<file path="src/rtl/store_monitor_if.sv">
`default_nettype none
// ============================================================================
// Module   : store_monitor_if
// Brief    : Core store bus plus verdict/status and store-log read side.
// Revision : 1.0
// ============================================================================
interface store_monitor_if;
  logic        MemWrite;
  logic [31:0] DataAdr;
  logic [31:0] WriteData;
  logic        done;
  logic        pass;
  logic [1:0]  fail_code;
  logic [31:0] cycle_count;
  logic [15:0] store_count;
  logic        log_pop;
  logic        log_valid;
  logic [31:0] log_addr;
  logic [31:0] log_data;
  logic        log_overflow;

  modport master (
    output MemWrite, DataAdr, WriteData, log_pop,
    input  done, pass, fail_code, cycle_count, store_count,
    input  log_valid, log_addr, log_data, log_overflow
  );

  modport slave (
    input  MemWrite, DataAdr, WriteData, log_pop,
    output done, pass, fail_code, cycle_count, store_count,
    output log_valid, log_addr, log_data, log_overflow
  );
endinterface
`default_nettype wire

</file>
<file path="src/rtl/store_monitor.sv">
`default_nettype none
// ============================================================================
// Module   : store_monitor
// Brief    : Watches core stores and declares pass/fail/timeout; optional
//            FIFO log of accepted stores enabled by STORE_MONITOR_LOG_EN.
// Revision : 1.0
// ============================================================================
module store_monitor #(
  parameter logic [31:0] PASS_ADDR    = 32'd100,
  parameter logic [31:0] PASS_DATA    = 32'd25,
  parameter logic [31:0] SCRATCH_ADDR = 32'd96,
  parameter int          TIMEOUT      = 2000,
  parameter int          LOG_DEPTH    = 8
) (
  input  logic            clk,
  input  logic            reset,
  store_monitor_if.slave  bus
);

  localparam logic [1:0] c_st_run   = 2'd0;
  localparam logic [1:0] c_st_pass  = 2'd1;
  localparam logic [1:0] c_st_fail  = 2'd2;

  localparam logic [1:0] c_fc_none    = 2'd0;
  localparam logic [1:0] c_fc_addr    = 2'd1;
  localparam logic [1:0] c_fc_data    = 2'd2;
  localparam logic [1:0] c_fc_timeout = 2'd3;

  localparam logic [31:0] c_timeout_last = 32'(TIMEOUT - 1);

  logic [1:0]  r_state;
  logic [1:0]  w_state_nxt;
  logic [1:0]  r_fail_code;
  logic [1:0]  w_fail_code_nxt;
  logic        r_done;
  logic        r_pass;
  logic [31:0] r_cycle_count;
  logic [15:0] r_store_count;
  logic        w_run;
  logic        w_store;

  assign w_run   = (r_state == c_st_run);
  assign w_store = w_run & bus.MemWrite;

  // A terminating store outranks the timeout on the same cycle.
  always_comb begin
    w_state_nxt     = r_state;
    w_fail_code_nxt = r_fail_code;
    if (w_run) begin
      if (w_store && (bus.DataAdr == PASS_ADDR)) begin
        if (bus.WriteData == PASS_DATA) begin
          w_state_nxt = c_st_pass;
        end else begin
          w_state_nxt     = c_st_fail;
          w_fail_code_nxt = c_fc_data;
        end
      end else if (w_store && (bus.DataAdr != SCRATCH_ADDR)) begin
        w_state_nxt     = c_st_fail;
        w_fail_code_nxt = c_fc_addr;
      end else if (r_cycle_count == c_timeout_last) begin
        w_state_nxt     = c_st_fail;
        w_fail_code_nxt = c_fc_timeout;
      end
    end
  end

  always_ff @(posedge clk or negedge reset) begin
    if (!reset) begin
      r_state       <= c_st_run;
      r_fail_code   <= c_fc_none;
      r_done        <= 1'b0;
      r_pass        <= 1'b0;
      r_cycle_count <= '0;
      r_store_count <= '0;
    end else begin
      r_state     <= w_state_nxt;
      r_fail_code <= w_fail_code_nxt;
      r_done      <= (w_state_nxt != c_st_run);
      r_pass      <= (w_state_nxt == c_st_pass);
      if (w_run) begin
        r_cycle_count <= r_cycle_count + 32'd1;
      end
      if (w_store && (r_store_count != 16'hFFFF)) begin
        r_store_count <= r_store_count + 16'd1;
      end
    end
  end

  assign bus.done        = r_done;
  assign bus.pass        = r_pass;
  assign bus.fail_code   = r_fail_code;
  assign bus.cycle_count = r_cycle_count;
  assign bus.store_count = r_store_count;

`ifdef STORE_MONITOR_LOG_EN
  localparam int c_aw = (LOG_DEPTH > 1) ? $clog2(LOG_DEPTH) : 1;
  localparam logic [c_aw:0] c_depth = (c_aw + 1)'(LOG_DEPTH);

  logic [31:0]   r_mem_addr [LOG_DEPTH];
  logic [31:0]   r_mem_data [LOG_DEPTH];
  logic [c_aw-1:0] r_wr_ptr;
  logic [c_aw-1:0] r_rd_ptr;
  logic [c_aw:0] r_log_count;
  logic          r_log_overflow;
  logic          w_log_empty;
  logic          w_log_full;
  logic          w_pop;
  logic          w_push;
  logic          w_drop;

  assign w_log_empty = (r_log_count == '0);
  assign w_log_full  = (r_log_count == c_depth);
  assign w_pop       = bus.log_pop & ~w_log_empty;
  // When full, a concurrent pop frees the slot the push lands in.
  assign w_push      = w_store & (~w_log_full | w_pop);
  assign w_drop      = w_store & w_log_full & ~w_pop;

  always_ff @(posedge clk) begin
    if (w_push) begin
      r_mem_addr[r_wr_ptr] <= bus.DataAdr;
      r_mem_data[r_wr_ptr] <= bus.WriteData;
    end
  end

  // Pointers are c_aw bits wide, so they wrap modulo the power-of-two depth.
  always_ff @(posedge clk or negedge reset) begin
    if (!reset) begin
      r_wr_ptr       <= '0;
      r_rd_ptr       <= '0;
      r_log_count    <= '0;
      r_log_overflow <= 1'b0;
    end else begin
      if (w_push) begin
        r_wr_ptr <= r_wr_ptr + 1'b1;
      end
      if (w_pop) begin
        r_rd_ptr <= r_rd_ptr + 1'b1;
      end
      case ({w_push, w_pop})
        2'b10:   r_log_count <= r_log_count + 1'b1;
        2'b01:   r_log_count <= r_log_count - 1'b1;
        default: r_log_count <= r_log_count;
      endcase
      if (w_drop) begin
        r_log_overflow <= 1'b1;
      end
    end
  end

  assign bus.log_valid    = ~w_log_empty;
  assign bus.log_addr     = w_log_empty ? 32'd0 : r_mem_addr[r_rd_ptr];
  assign bus.log_data     = w_log_empty ? 32'd0 : r_mem_data[r_rd_ptr];
  assign bus.log_overflow = r_log_overflow;
`else
  logic w_unused_log_pop;
  assign w_unused_log_pop = bus.log_pop;

  assign bus.log_valid    = 1'b0;
  assign bus.log_addr     = 32'd0;
  assign bus.log_data     = 32'd0;
  assign bus.log_overflow = 1'b0;
`endif

endmodule
`default_nettype wire

</file>
<file path="src/flat_wrapper.sv">
// flat-port wrapper written by rule: the top's interface ports become plain ports
module store_monitor_flat 
#(
  parameter logic [31:0] PASS_ADDR    = 32'd100,
  parameter logic [31:0] PASS_DATA    = 32'd25,
  parameter logic [31:0] SCRATCH_ADDR = 32'd96,
  parameter int          TIMEOUT      = 2000,
  parameter int          LOG_DEPTH    = 8
)
  (clk, reset, bus_MemWrite, bus_DataAdr, bus_WriteData, bus_log_pop, bus_done, bus_pass, bus_fail_code, bus_cycle_count, bus_store_count, bus_log_valid, bus_log_addr, bus_log_data, bus_log_overflow);
  store_monitor_if bus_i ();
  input  logic clk;
  input  logic reset;
  input wire logic [$bits(bus_i.MemWrite)-1:0] bus_MemWrite;
  input wire logic [$bits(bus_i.DataAdr)-1:0] bus_DataAdr;
  input wire logic [$bits(bus_i.WriteData)-1:0] bus_WriteData;
  input wire logic [$bits(bus_i.log_pop)-1:0] bus_log_pop;
  output wire logic [$bits(bus_i.done)-1:0] bus_done;
  output wire logic [$bits(bus_i.pass)-1:0] bus_pass;
  output wire logic [$bits(bus_i.fail_code)-1:0] bus_fail_code;
  output wire logic [$bits(bus_i.cycle_count)-1:0] bus_cycle_count;
  output wire logic [$bits(bus_i.store_count)-1:0] bus_store_count;
  output wire logic [$bits(bus_i.log_valid)-1:0] bus_log_valid;
  output wire logic [$bits(bus_i.log_addr)-1:0] bus_log_addr;
  output wire logic [$bits(bus_i.log_data)-1:0] bus_log_data;
  output wire logic [$bits(bus_i.log_overflow)-1:0] bus_log_overflow;
  assign bus_i.MemWrite = bus_MemWrite;
  assign bus_i.DataAdr = bus_DataAdr;
  assign bus_i.WriteData = bus_WriteData;
  assign bus_i.log_pop = bus_log_pop;
  assign bus_done = bus_i.done;
  assign bus_pass = bus_i.pass;
  assign bus_fail_code = bus_i.fail_code;
  assign bus_cycle_count = bus_i.cycle_count;
  assign bus_store_count = bus_i.store_count;
  assign bus_log_valid = bus_i.log_valid;
  assign bus_log_addr = bus_i.log_addr;
  assign bus_log_data = bus_i.log_data;
  assign bus_log_overflow = bus_i.log_overflow;
  store_monitor #(.PASS_ADDR(PASS_ADDR), .PASS_DATA(PASS_DATA), .SCRATCH_ADDR(SCRATCH_ADDR), .TIMEOUT(TIMEOUT), .LOG_DEPTH(LOG_DEPTH)) u_core (.clk(clk), .reset(reset), .bus(bus_i));
endmodule
</file>
<file path="config.mk">
export PLATFORM = sky130hd
export DESIGN_NAME = store_monitor_flat
export DESIGN_NICKNAME = d
export VERILOG_FILES = /design/src/rtl/store_monitor_if.sv /design/src/rtl/store_monitor.sv /design/src/flat_wrapper.sv
export SDC_FILE = /design/constraint.sdc
export NUM_CORES = 1
export LEC_CHECK = 0
export BUFFER_PORTS_ARGS = -buffer_cell sky130_fd_sc_hd__buf_2
export CAP_MARGIN = 20
export CORE_ASPECT_RATIO = 1.25
export CORE_MARGIN = 4
export CORE_UTILIZATION = 40
export CTS_CLUSTER_DIAMETER = 100
export DETAILED_ROUTE_END_ITERATION = 16
export GPL_ROUTABILITY_DRIVEN = 0
export PLACE_DENSITY = 0.81
export SLEW_MARGIN = 20
export SYNTH_ARGS = -nofsm -noshare
export SYNTH_HDL_FRONTEND = slang
export SYNTH_SLANG_ARGS = --single-unit
</file>
<file path="constraint.sdc">
create_clock -name clk -period 5.6 [get_ports clk]
set_input_delay 0.28 -clock clk [delete_from_list [all_inputs] [get_ports clk]]
set_output_delay 0.28 -clock clk [all_outputs]
set_load 0.005 [all_outputs]
</file>
==> impl_metrics.py, run 1 <==
metrics = {
    "clocking": {
        "htree_num_levels": 2,
        "cts.sinks": 54,
        "clock_latency_ps": 300,
        "cts_max_path_buffers": 2,
        "cts_buffers": 5,
        "clk_pin_slew_worst_paths_ps": 100,
        "cts_resized": 0,
        "cts_tree": "yes",
        "cts_hold_buf": 0,
        "cts_setup_buffers": 0,
        "clockRootBuffer": "clkbuf_8",
    },
    "outcome": {
        "status": "complete, no violations",
    },
    "sta": {
        "finClkSkew_ps": 11.9,
        "rsz0062_at_grt": "no",
        "final_hold_viol_count": 0,
        "fmax_mhz": 450,
        "maxSlewViolCount": 0,
        "worst_pin_slew_ps": 788,
        "setup_violations": 0,
        "period_needed_ps": 2220,
        "relSlewSlack_pct": 47.0,
        "fin_tns_setup_ps": 0,
        "fin_crit_sh_pct": 39.7,
    },
    "worst_setup_path": {
        "crit_arrival_ps": 2430,
        "critPathKind": "register to register",
        "path_buf_inv": 0,
        "cp_cell_sequence": "or2_1, or4_4, nor4_4, nand4_1, xnor2_1",
        "cp_top_family": "simple AND/OR/NAND/NOR gates",
        "start_kind": "register",
        "critPathRequiredTime_ps": 5800,
        "critPathCaptureType": "register",
        "max_stage_delay_ps": 650,
        "crit_fanout": 9,
        "cp_slowest_cell": "or4_4",
    },
    "final_layout": {
        "layout-drive-gt1-share_pct": 29.8,
        "n_fill_cell": 693,
        "layout_common_cells": "118 x buf_2, 66 x conb_1, 54 x dfrtp_1, 32 x nand2_1, 26 x xor2_1",
        "multi_input_area_um2": 1500,
        "insertedDiodeCount": 0,
        "final_util_pct": 49.2,
        "final-seq-area_um2": 1350,
        "nNetsFinal": 512,
        "layout_commonest_cell": "buf_2",
        "fin_cells": 535,
        "syn_to_final_growth_pct": 17.5,
    },
    "yosys": {
        "netlist_area_um2": 3140,
        "ys_seq_area_share_pct": 43.1,
        "synth_cell_types": 39,
        "yosys_warnings": 0,
        "ys_seq_elements": 54,
        "synth_ff_type": "dfrtp_1",
        "avgSynthCellArea_um2": 9.83,
        "synthCells": 319,
        "async_flop_share_pct": 100,
        "synth_edf_count": 0,
    },
    "placed_design": {
        "port_buffers": 118,
        "dp.cells": 527,
        "hpwl_um": 5810,
    },
    "pwr": {
        "p_leak_nw": 2.03,
        "max-vdd-ir-drop_mv": 0.140,
        "total_power_mw": 0.696,
        "power.density_nw_per_um2": 189,
    },
    "routing": {
        "drc": 0,
        "drt_iter0_drc": 68,
        "wirelength_um": 7190,
        "final_antenna_net_count": 0,
        "viasPerCell": 4.85,
        "first_pass_iters": 4,
        "vias": 2597,
        "wire_per_inst_um": 13.4,
    },
    "floorplanning": {
        "coreArea_um2": 7490,
        "start_util_pct": 41.9,
        "num_rows": 35,
        "die_area_um2": 9330,
        "die_h_um": 107,
        "io_pins": 186,
        "die_width_um": 87.2,
    },
    "grt": {
        "overflow": 0,
        "grtUsageTotal_pct": 15.3,
        "grt_max_degree": 55,
        "grt_pass1_vias": 2617,
        "antenna_found_initial": 0,
        "grt_first_pass_wirelength_um": 11700,
    },
    "run": {
        "drv_cap": 0,
    },
    "worst_hold_path": {
        "hp-class": "input pin to asynchronous set/reset pin",
    },
}
==> kinds of logic (layout without fill, tap and decap cells) <==
group / after synthesis / count (layout) / synth area share, %
simple gates: 133 / 133 / 23.2
buf+inv: 71 / 130 / 16.9
flops: 54 / 54 / 43.1
xor+xnor: 46 / 46 / 12.8
compound gates: 11 / 11 / 2.71
fa+ha+maj: 2 / 2 / 0.798
other cells: 1 / 66 / 0.120
mux: 1 / 1 / 0.359
==> worst reg2reg max path: stages (launching register included) <==
cell,delay [ps]
dfrtp_1,410
or2_1,370
or4_4,650
nor4_4,390
nand4_1,160
xnor2_1,140
==> through the flow <==
| step | area [µm²] | worst slack (ps) | hold WS, ps |
|---|---|---|---|
| 2_1_floorplan | 3380 | 3460 | -15.6 |
| 3_3_place_gp | 3570 | 3400 | 446 |
| 3_5_place_dp | 3570 | 3340 | 454 |
| 4_1_cts | 3680 | 3370 | 112 |
| 5_1_grt | 3680 | 3140 | 150 |
| 6_report | 3680 | 3380 | 94.3 |
==> power breakdown <==
group	leakage, nW	internal [mW]	switching [mW]
clock network	0.0514	0.134	0.128
logic	1.25	0.0184	0.0267
registers	0.729	0.390	0
total	2.03	0.542	0.154
==> path summary, 6_finish.rpt <==
kind,startpoint,to,slack (ps),cells past startpoint
worst max-delay path,u_core.r_state[1],u_core.bus.cycle_count[31],3380,5
worst max register to register,u_core.r_state[1],u_core.bus.cycle_count[31],3380,5
worst min register to register,u_core.r_state[1],u_core.bus.pass,490,1
worst min-delay path,reset,u_core.bus.cycle_count[30],90,2
max in group asynchronous,reset,u_core.bus.store_count[15],5060,2
min in group clk,bus_MemWrite,u_core.bus.fail_code[1],460,3
==> sequential cells by signal, summed over array words and instances, names as in the netlist <==
register and flops:
u_core.bus.store_count 16, u_core.r_state 2, u_core.bus.pass 1, u_core.bus.fail_code 2
u_core.bus.cycle_count 32, u_core.bus.done 1
==> routing by layer <==
metal	GRT usage, %	vias to the layer above	share of wire, %
met4	4.50	0	1.8
li1	-	1218	-
met1	18.4	1236	38
met3	3.07	16	8.9
met5	0	-	0
met2	27.1	127	51
==> area by class of cell <==
| cell class | instances | area share, % |
|---|---|---|
| Timing Repair Buffer | 119 | 16.2 |
| Clock buffer | 6 | 1.97 |
| Tap cell | 92 | 3.12 |
| Clock inverter | 2 | 1.02 |
| Inverter | 3 | 0.306 |
| Multi-Input combinational cell | 259 | 40.7 |
| Sequential cell | 54 | 36.7 |
==> synth_stat cells (all sizes together) (3+ instances only) <==
cell | n | area share [%]
and3 | 5 | 1.0
and4 | 4 | 1.1
buf | 68 | 17
dfrtp | 54 | 43
inv | 3 | 0.36
nand2 | 32 | 3.8
nand3 | 12 | 1.9
nand4 | 11 | 2.2
nor2 | 20 | 2.4
nor3 | 10 | 1.6
nor4 | 22 | 5.1
nor4b | 3 | 0.84
or2 | 3 | 0.60
or4 | 3 | 0.84
xnor2 | 20 | 5.6
xor2 | 26 | 7.3
Note: power is estimated with default switching activity, not from simulation.
==> inputs of run 2 (changes only) <==
--- a/config.mk
+++ b/config.mk
@@ -5,6 +5,7 @@
 export SDC_FILE = /design/constraint.sdc
 export NUM_CORES = 1
 export LEC_CHECK = 0
+export ABC_AREA = 1
 export BUFFER_PORTS_ARGS = -buffer_cell sky130_fd_sc_hd__buf_2
 export CAP_MARGIN = 20
 export CORE_ASPECT_RATIO = 1.25
@@ -13,7 +14,7 @@
 export CTS_CLUSTER_DIAMETER = 100
 export DETAILED_ROUTE_END_ITERATION = 16
 export GPL_ROUTABILITY_DRIVEN = 0
-export PLACE_DENSITY = 0.81
+export PLACE_DENSITY = 0.8
 export SLEW_MARGIN = 20
 export SYNTH_ARGS = -nofsm -noshare
 export SYNTH_HDL_FRONTEND = slang
==> constraint.sdc (replaced) <==
create_clock -name clk -period 1.95 [get_ports clk]
set_input_delay 0.0975 -clock clk [delete_from_list [all_inputs] [get_ports clk]]
set_output_delay 0.0975 -clock clk [all_outputs]
set_load 0.005 [all_outputs]
==> run 2 against run 1 <==
Synthesized cell count rose by 59%. Critical path type unchanged. Via count grew 24%. Critical path depth grew 5. Flip-flop and latch count stayed put.
==> impl_metrics.py, run 2 <==
metrics = {
    "outcome": {
        "status": "complete, no violations",
    },
    "worst_setup_path": {
        "crit_arrival_ps": 1860,
        "start_kind": "register",
        "cp_cell_sequence": "ha_1, nand3_1, inv_1, and2_4, nand3_2, nand2_4, inv_6, nand2_1, nand2_1, nand2_1",
        "path_buf_inv": 2,
        "critPathCaptureType": "register",
        "critPathKind": "register to register",
        "critPathRequiredTime_ps": 2130,
        "cp_top_family": "simple AND/OR/NAND/NOR gates",
        "cp_slowest_cell": "dfrtp_1",
        "cp_common_cell": "nand2_1",
        "crit_fanout": 18,
        "max_stage_delay_ps": 430,
    },
    "grt": {
        "grtUsageTotal_pct": 14.7,
        "grt_pass1_vias": 2987,
        "grt_first_pass_wirelength_um": 13200,
        "overflow": 0,
        "antenna_found_initial": 0,
        "grt_max_degree": 32,
    },
    "yosys": {
        "synth.most_common_cell": "nand2_1",
        "synth_top_area_share_pct": 36.0,
        "ys_seq_area_share_pct": 36.0,
        "synthCells": 506,
        "ys_seq_elements": 54,
        "async_flop_share_pct": 100,
        "synth_ff_type": "dfrtp_1",
        "synth.area.top_cells": "dfrtp_1 36%, buf_4 13%, nand2_1 11%",
        "synth_cell_types": 30,
        "yosys-top-cells-count": "105 x nand2_1, 86 x nor2_1, 66 x buf_4, 61 x inv_1, 54 x dfrtp_1",
        "yosys.area.top_type": "dfrtp_1",
        "avgSynthCellArea_um2": 7.42,
        "netlist_area_um2": 3750,
        "yosys_warnings": 0,
        "synth_edf_count": 0,
    },
    "pwr": {
        "clkPwrFrac_pct": 41.0,
        "total_power_mw": 2.17,
        "p_seq_share_pct": 51.6,
        "p_comb_share_pct": 7.4,
        "switching_share_pct": 23.1,
        "switchingPower_mw": 0.501,
        "p_leak_nw": 2.48,
        "power.density_nw_per_um2": 493,
        "p_int_mw": 1.67,
        "max-vdd-ir-drop_mv": 0.320,
    },
    "clocking": {
        "cts.sinks": 54,
        "cts_max_path_buffers": 2,
        "cts_buffers": 5,
        "cts_tree": "yes",
        "clk_pin_slew_worst_paths_ps": 70,
        "htree_num_levels": 2,
        "clock_latency_ps": 290,
        "clockRootBuffer": "clkbuf_16",
    },
    "final_layout": {
        "insertedDiodeCount": 0,
        "nNetsFinal": 700,
        "fin_cells": 754,
        "n_fill_cell": 975,
        "final_area_um2": 4410,
        "syn_to_final_growth_pct": 17.4,
        "layout-drive-gt1-share_pct": 23.8,
        "layout_common_cells": "118 x buf_2, 105 x nand2_1, 86 x nor2_1, 66 x conb_1, 61 x inv_1",
        "layout_commonest_cell": "buf_2",
        "largest_register_ffs": 32,
        "final_util_pct": 48.0,
    },
    "placed_design": {
        "hpwl_um": 6570,
        "port_buffers": 118,
        "place_area_um2": 4250,
        "pre_cts_slack_ps": 283,
        "dp.cells": 745,
    },
    "floorplanning": {
        "die_h_um": 116,
        "num_rows": 39,
        "coreArea_um2": 9170,
        "die_area_um2": 11000,
        "io_pins": 186,
        "start_util_pct": 40.9,
        "die_width_um": 94.6,
    },
    "routing": {
        "first_pass_iters": 4,
        "drc": 0,
        "final_antenna_net_count": 0,
        "wirelength_um": 7930,
        "vias": 3218,
        "wire_per_inst_um": 10.5,
        "wl_met2_um": 3960,
        "viasPerCell": 4.27,
        "drt_iter0_drc": 91,
        "wl_met3_um": 643,
        "routed.top_layer": "met4",
        "wl_met1_um": 3260,
    },
    "sta": {
        "finClkSkew_ps": 9.77,
        "worst_pin_slew_ps": 561,
        "fin_crit_sh_pct": 86.4,
        "relSlewSlack_pct": 62.6,
        "fin_tns_setup_ps": 0,
        "holdWs_ps": 264,
        "period_needed_ps": 1680,
        "final_hold_viol_count": 0,
        "rsz0062_at_grt": "no",
        "fmax_mhz": 594,
        "fin_ws_ps": 266,
        "setup_violations": 0,
        "maxSlewViolCount": 0,
    },
    "worst_hold_path": {
        "hp-class": "input pin to register",
    },
    "run": {
        "drv_cap": 0,
    },
}
==> run 2: cell count changes after synthesis, sizes merged, moves of 6 or more <==
| cell | change |
|---|---|
| inv | +60 |
| nand2 | +77 |
| nand3 | +21 |
| nor2 | +72 |
| nor3 | +7 |
| nor4 | -20 |
| xnor2 | -12 |
| xor2 | +6 |
==> run 2: area by class of cell <==
type,instances,area (µm²),area share (%)
multi-input cells,386,1890,42.9
inverters,63,241,5.48
flip-flops and latches,54,1350,30.7
well taps,123,154,3.49
clock inverters,3,25.0,0.568
repair buffers,120,621,14.1
clock buffers,5,125,2.84
==> run 2: worst paths after layout <==
check	end	from	slack [ps]	cells past startpoint
max in group asynchronous	u_core.bus.cycle_count[17]	reset	1050	3
min in group asynchronous	u_core.bus.store_count[0]	reset	340	2
hold reg to reg	u_core.bus.pass	u_core.r_state[1]	440	1
setup reg to reg	u_core.bus.store_count[3]	u_core.bus.store_count[0]	270	10
hold / removal	u_core.r_state[0]	bus_DataAdr[3]	260	6
setup / recovery	u_core.bus.store_count[3]	u_core.bus.store_count[0]	270	10
==> run 2: timing repair <==
| action | 4_1_cts | 5_1_grt |
|---|---|---|
| hold buffers | 1 | 0 |
| buffers inserted | 0 | 0 |
| hold endpoints to repair | 23 | 0 |
| gates resized for setup | 0 | 0 |
==> run 2: worst reg2reg max path: stages, from the launching register on <==
cell and delay (ps):
dfrtp_1 430, ha_1 250, nand3_1 140, inv_1 70
and2_4 160, nand3_2 70, nand2_4 110, inv_6 160
nand2_1 70, nand2_1 60, nand2_1 50
==> run 2: power by group through the flow <==
stage,logic [mW],registers [mW],clock network (mW)
final,0.161,1.12,0.890
after global routing,0.191,1.12,0.972
after CTS,0.160,1.12,0.915
after detailed placement,0.159,1.14,0
after global placement,0.156,1.14,0
after floorplan,0.155,1.14,0
==> run 2: layer usage <==
layer | GRT usage, % | up-vias
met3 | 3.54 | 6
met2 | 25.9 | 110
met1 | 18.1 | 1422
met4 | 3.27 | 0
met5 | 0 | -
li1 | - | 1680
==> run 2: cells by family (layout without fill, tap and decap cells) <==
group	Yosys count	in the layout	share of synthesized area (%)
flops	54	54	36.0
fa+ha+maj	2	2	0.667
compound gates	7	7	1.23
other cells	1	66	0.0999
xor+xnor	40	40	9.34
simple gates	271	271	32.5
buf+inv	131	191	20.2
==> inputs of run 3 (changes only) <==
--- a/config.mk
+++ b/config.mk
@@ -15,6 +15,8 @@
 export DETAILED_ROUTE_END_ITERATION = 16
 export GPL_ROUTABILITY_DRIVEN = 0
 export PLACE_DENSITY = 0.8
+export RECOVER_POWER = 100
+export REMOVE_ABC_BUFFERS = 1
 export SLEW_MARGIN = 20
 export SYNTH_ARGS = -nofsm -noshare
 export SYNTH_HDL_FRONTEND = slang
==> run 3 against run 2 <==
Critical path type unchanged. Critical path depth down 2. Largest power group unchanged. Combinational power about the same. Flip-flop and latch count did not move. Design area fell by 2.0%. Core utilization decreased by 0.94 points. Sequential power is essentially flat. Largest cell class unchanged. Critical endpoint is now u_core.bus.cycle_count[25]. First-iteration DRC count shrank 9.9%. Non-clock buffer count did not move. Power increased by 0.33%.
==> impl_metrics.py, run 3 (synthesis results as in run 2) <==
metrics = {
    "outcome": {
        "status": "complete, no violations",
    },
    "worst_setup_path": {
        "cp_slowest_cell": "dfrtp_1",
        "critPathKind": "register to register",
        "path_buf_inv": 1,
        "critPathCaptureType": "register",
        "crit_start": "u_core.r_state[0]",
        "crit_fanout": 8,
        "reg2regPathDepth": 8,
        "max_stage_delay_ps": 360,
        "reg2reg_to": "u_core.bus.cycle_count[25]",
        "critPathRequiredTime_ps": 2170,
        "cp_cell_sequence": "inv_1, nand2_4, nor2_4, nand2_1, nor2_4, nand2_1, nor3_1, xor2_1",
        "crit_arrival_ps": 1950,
        "r2r_start": "u_core.r_state[0]",
        "cp_top_family": "simple AND/OR/NAND/NOR gates",
        "start_kind": "register",
        "regToRegSetupSlack_ps": 220,
    },
    "sta": {
        "fin_ws_ps": 218,
        "maxSlewViolCount": 0,
        "fmax_mhz": 577,
        "fin_crit_sh_pct": 88.8,
        "rsz0062_at_grt": "no",
        "period_needed_ps": 1730,
        "relSlewSlack_pct": 45.9,
        "finClkSkew_ps": 5.28,
        "final_hold_viol_count": 0,
        "worst_pin_slew_ps": 812,
        "setup_violations": 0,
        "fin_tns_setup_ps": 0,
    },
    "clocking": {
        "htree_num_levels": 2,
        "clockRootBuffer": "clkbuf_16",
        "cts_max_path_buffers": 2,
        "cts.sinks": 54,
        "clk_pin_slew_worst_paths_ps": 70,
        "cts_buffers": 5,
        "clock_latency_ps": 290,
        "cts_tree": "yes",
    },
    "floorplanning": {
        "start_util_pct": 40.9,
        "die_area_um2": 11000,
        "coreArea_um2": 9170,
        "die_width_um": 94.6,
        "io_pins": 186,
        "num_rows": 39,
        "die_h_um": 116,
    },
    "grt": {
        "antenna_found_initial": 0,
        "overflow": 0,
        "grt_first_pass_wirelength_um": 13500,
        "grt_max_degree": 40,
        "grtUsageTotal_pct": 15.0,
        "grt_pass1_vias": 3087,
    },
    "routing": {
        "wire_per_inst_um": 10.7,
        "final_antenna_net_count": 0,
        "wl_met1_um": 3280,
        "wl_met3_um": 630,
        "routed.top_layer": "met4",
        "wl_met2_um": 3980,
        "drc": 0,
        "drt_iter0_drc": 82,
        "vias": 3249,
        "wirelength_um": 8070,
        "viasPerCell": 4.31,
        "first_pass_iters": 4,
    },
    "final_layout": {
        "largest_register_ffs": 32,
        "layout_commonest_cell": "nand2_1",
        "nNetsFinal": 700,
        "insertedDiodeCount": 0,
        "layout-drive-gt1-share_pct": 17.4,
        "layout_common_cells": "107 x nand2_1, 88 x buf_2, 87 x nor2_1, 66 x conb_1, 61 x inv_1",
        "final_area_um2": 4320,
        "syn_to_final_growth_pct": 15.1,
    },
    "pwr": {
        "total_power_mw": 2.18,
        "p_leak_nw": 2.35,
        "power.density_nw_per_um2": 504,
        "max-vdd-ir-drop_mv": 0.312,
    },
    "placed_design": {
        "pre_cts_slack_ps": 293,
        "hpwl_um": 6620,
        "place_area_um2": 4250,
        "port_buffers": 118,
    },
    "worst_hold_path": {
        "hold_path_depth": 6,
        "hp-class": "input pin to register",
        "min_to": "u_core.r_state[0]",
        "hp-start": "bus_DataAdr[3]",
    },
    "run": {
        "drv_cap": 0,
    },
}
-- run 3: cell types whose count changed in the layout (fill, tap and decap cells not counted), sizes merged --
cell | previous run | this run
clkbuf | 5 | 38
buf | 119 | 88
clkinvlp | 1 | 0
inv | 64 | 63
-- run 3: timing repair --
action,in CTS,in global routing
hold buffers,1,0
resized for setup,0,0
buffers inserted,0,0
endpoints found under the hold margin,15,0
-- run 3: worst max path at each step --
stage | to | cells after the start
finish | u_core.bus.cycle_count[25] | 8
floorplan | u_core.bus.store_count[3] | 10
global placement | u_core.bus.store_count[2] | 10
global route | u_core.bus.store_count[3] | 10
CTS | u_core.bus.store_count[11] | 10
detailed placement | u_core.bus.store_count[11] | 10
-- run 3: layout make-up --
class	count	area, µm²
clock inverter	1	5.00
sequential	54	1350
timing repair buffer	120	571
clock buffer	7	143
inverter	63	241
multi-input combinational	386	1850
fill	976	4850
tap	123	154
-- run 3: worst min-delay path, cell delays in order --
cell and delay (ps):
buf_2 90, nor3_1 50, nand3_1 60, nor2_1 60, nand2_1 90, nand2_1 60
-- run 3: power breakdown --
group	switching [mW]	total, mW	internal [mW]
logic	0.0940	0.158	0.0636
registers	0.000634	1.12	1.12
clock network	0.389	0.899	0.510
-- run 3: routing by layer --
layer	up-vias	global-route usage, %
met5	-	0
met4	0	5.68
met3	15	3.67
met2	101	26.5
met1	1461	17.5
li1	1672	-
-- run 3: per-stage QoR --
stage | util, % | hold WS [ps] | cells
floorplan | - | -198 | 503
CTS | 48.0 | 254 | 754
global route | 47.1 | 313 | 754
global placement | 46.3 | 34.1 | 745
finish | 47.1 | 263 | 754
detailed placement | 46.3 | 36.7 | 745
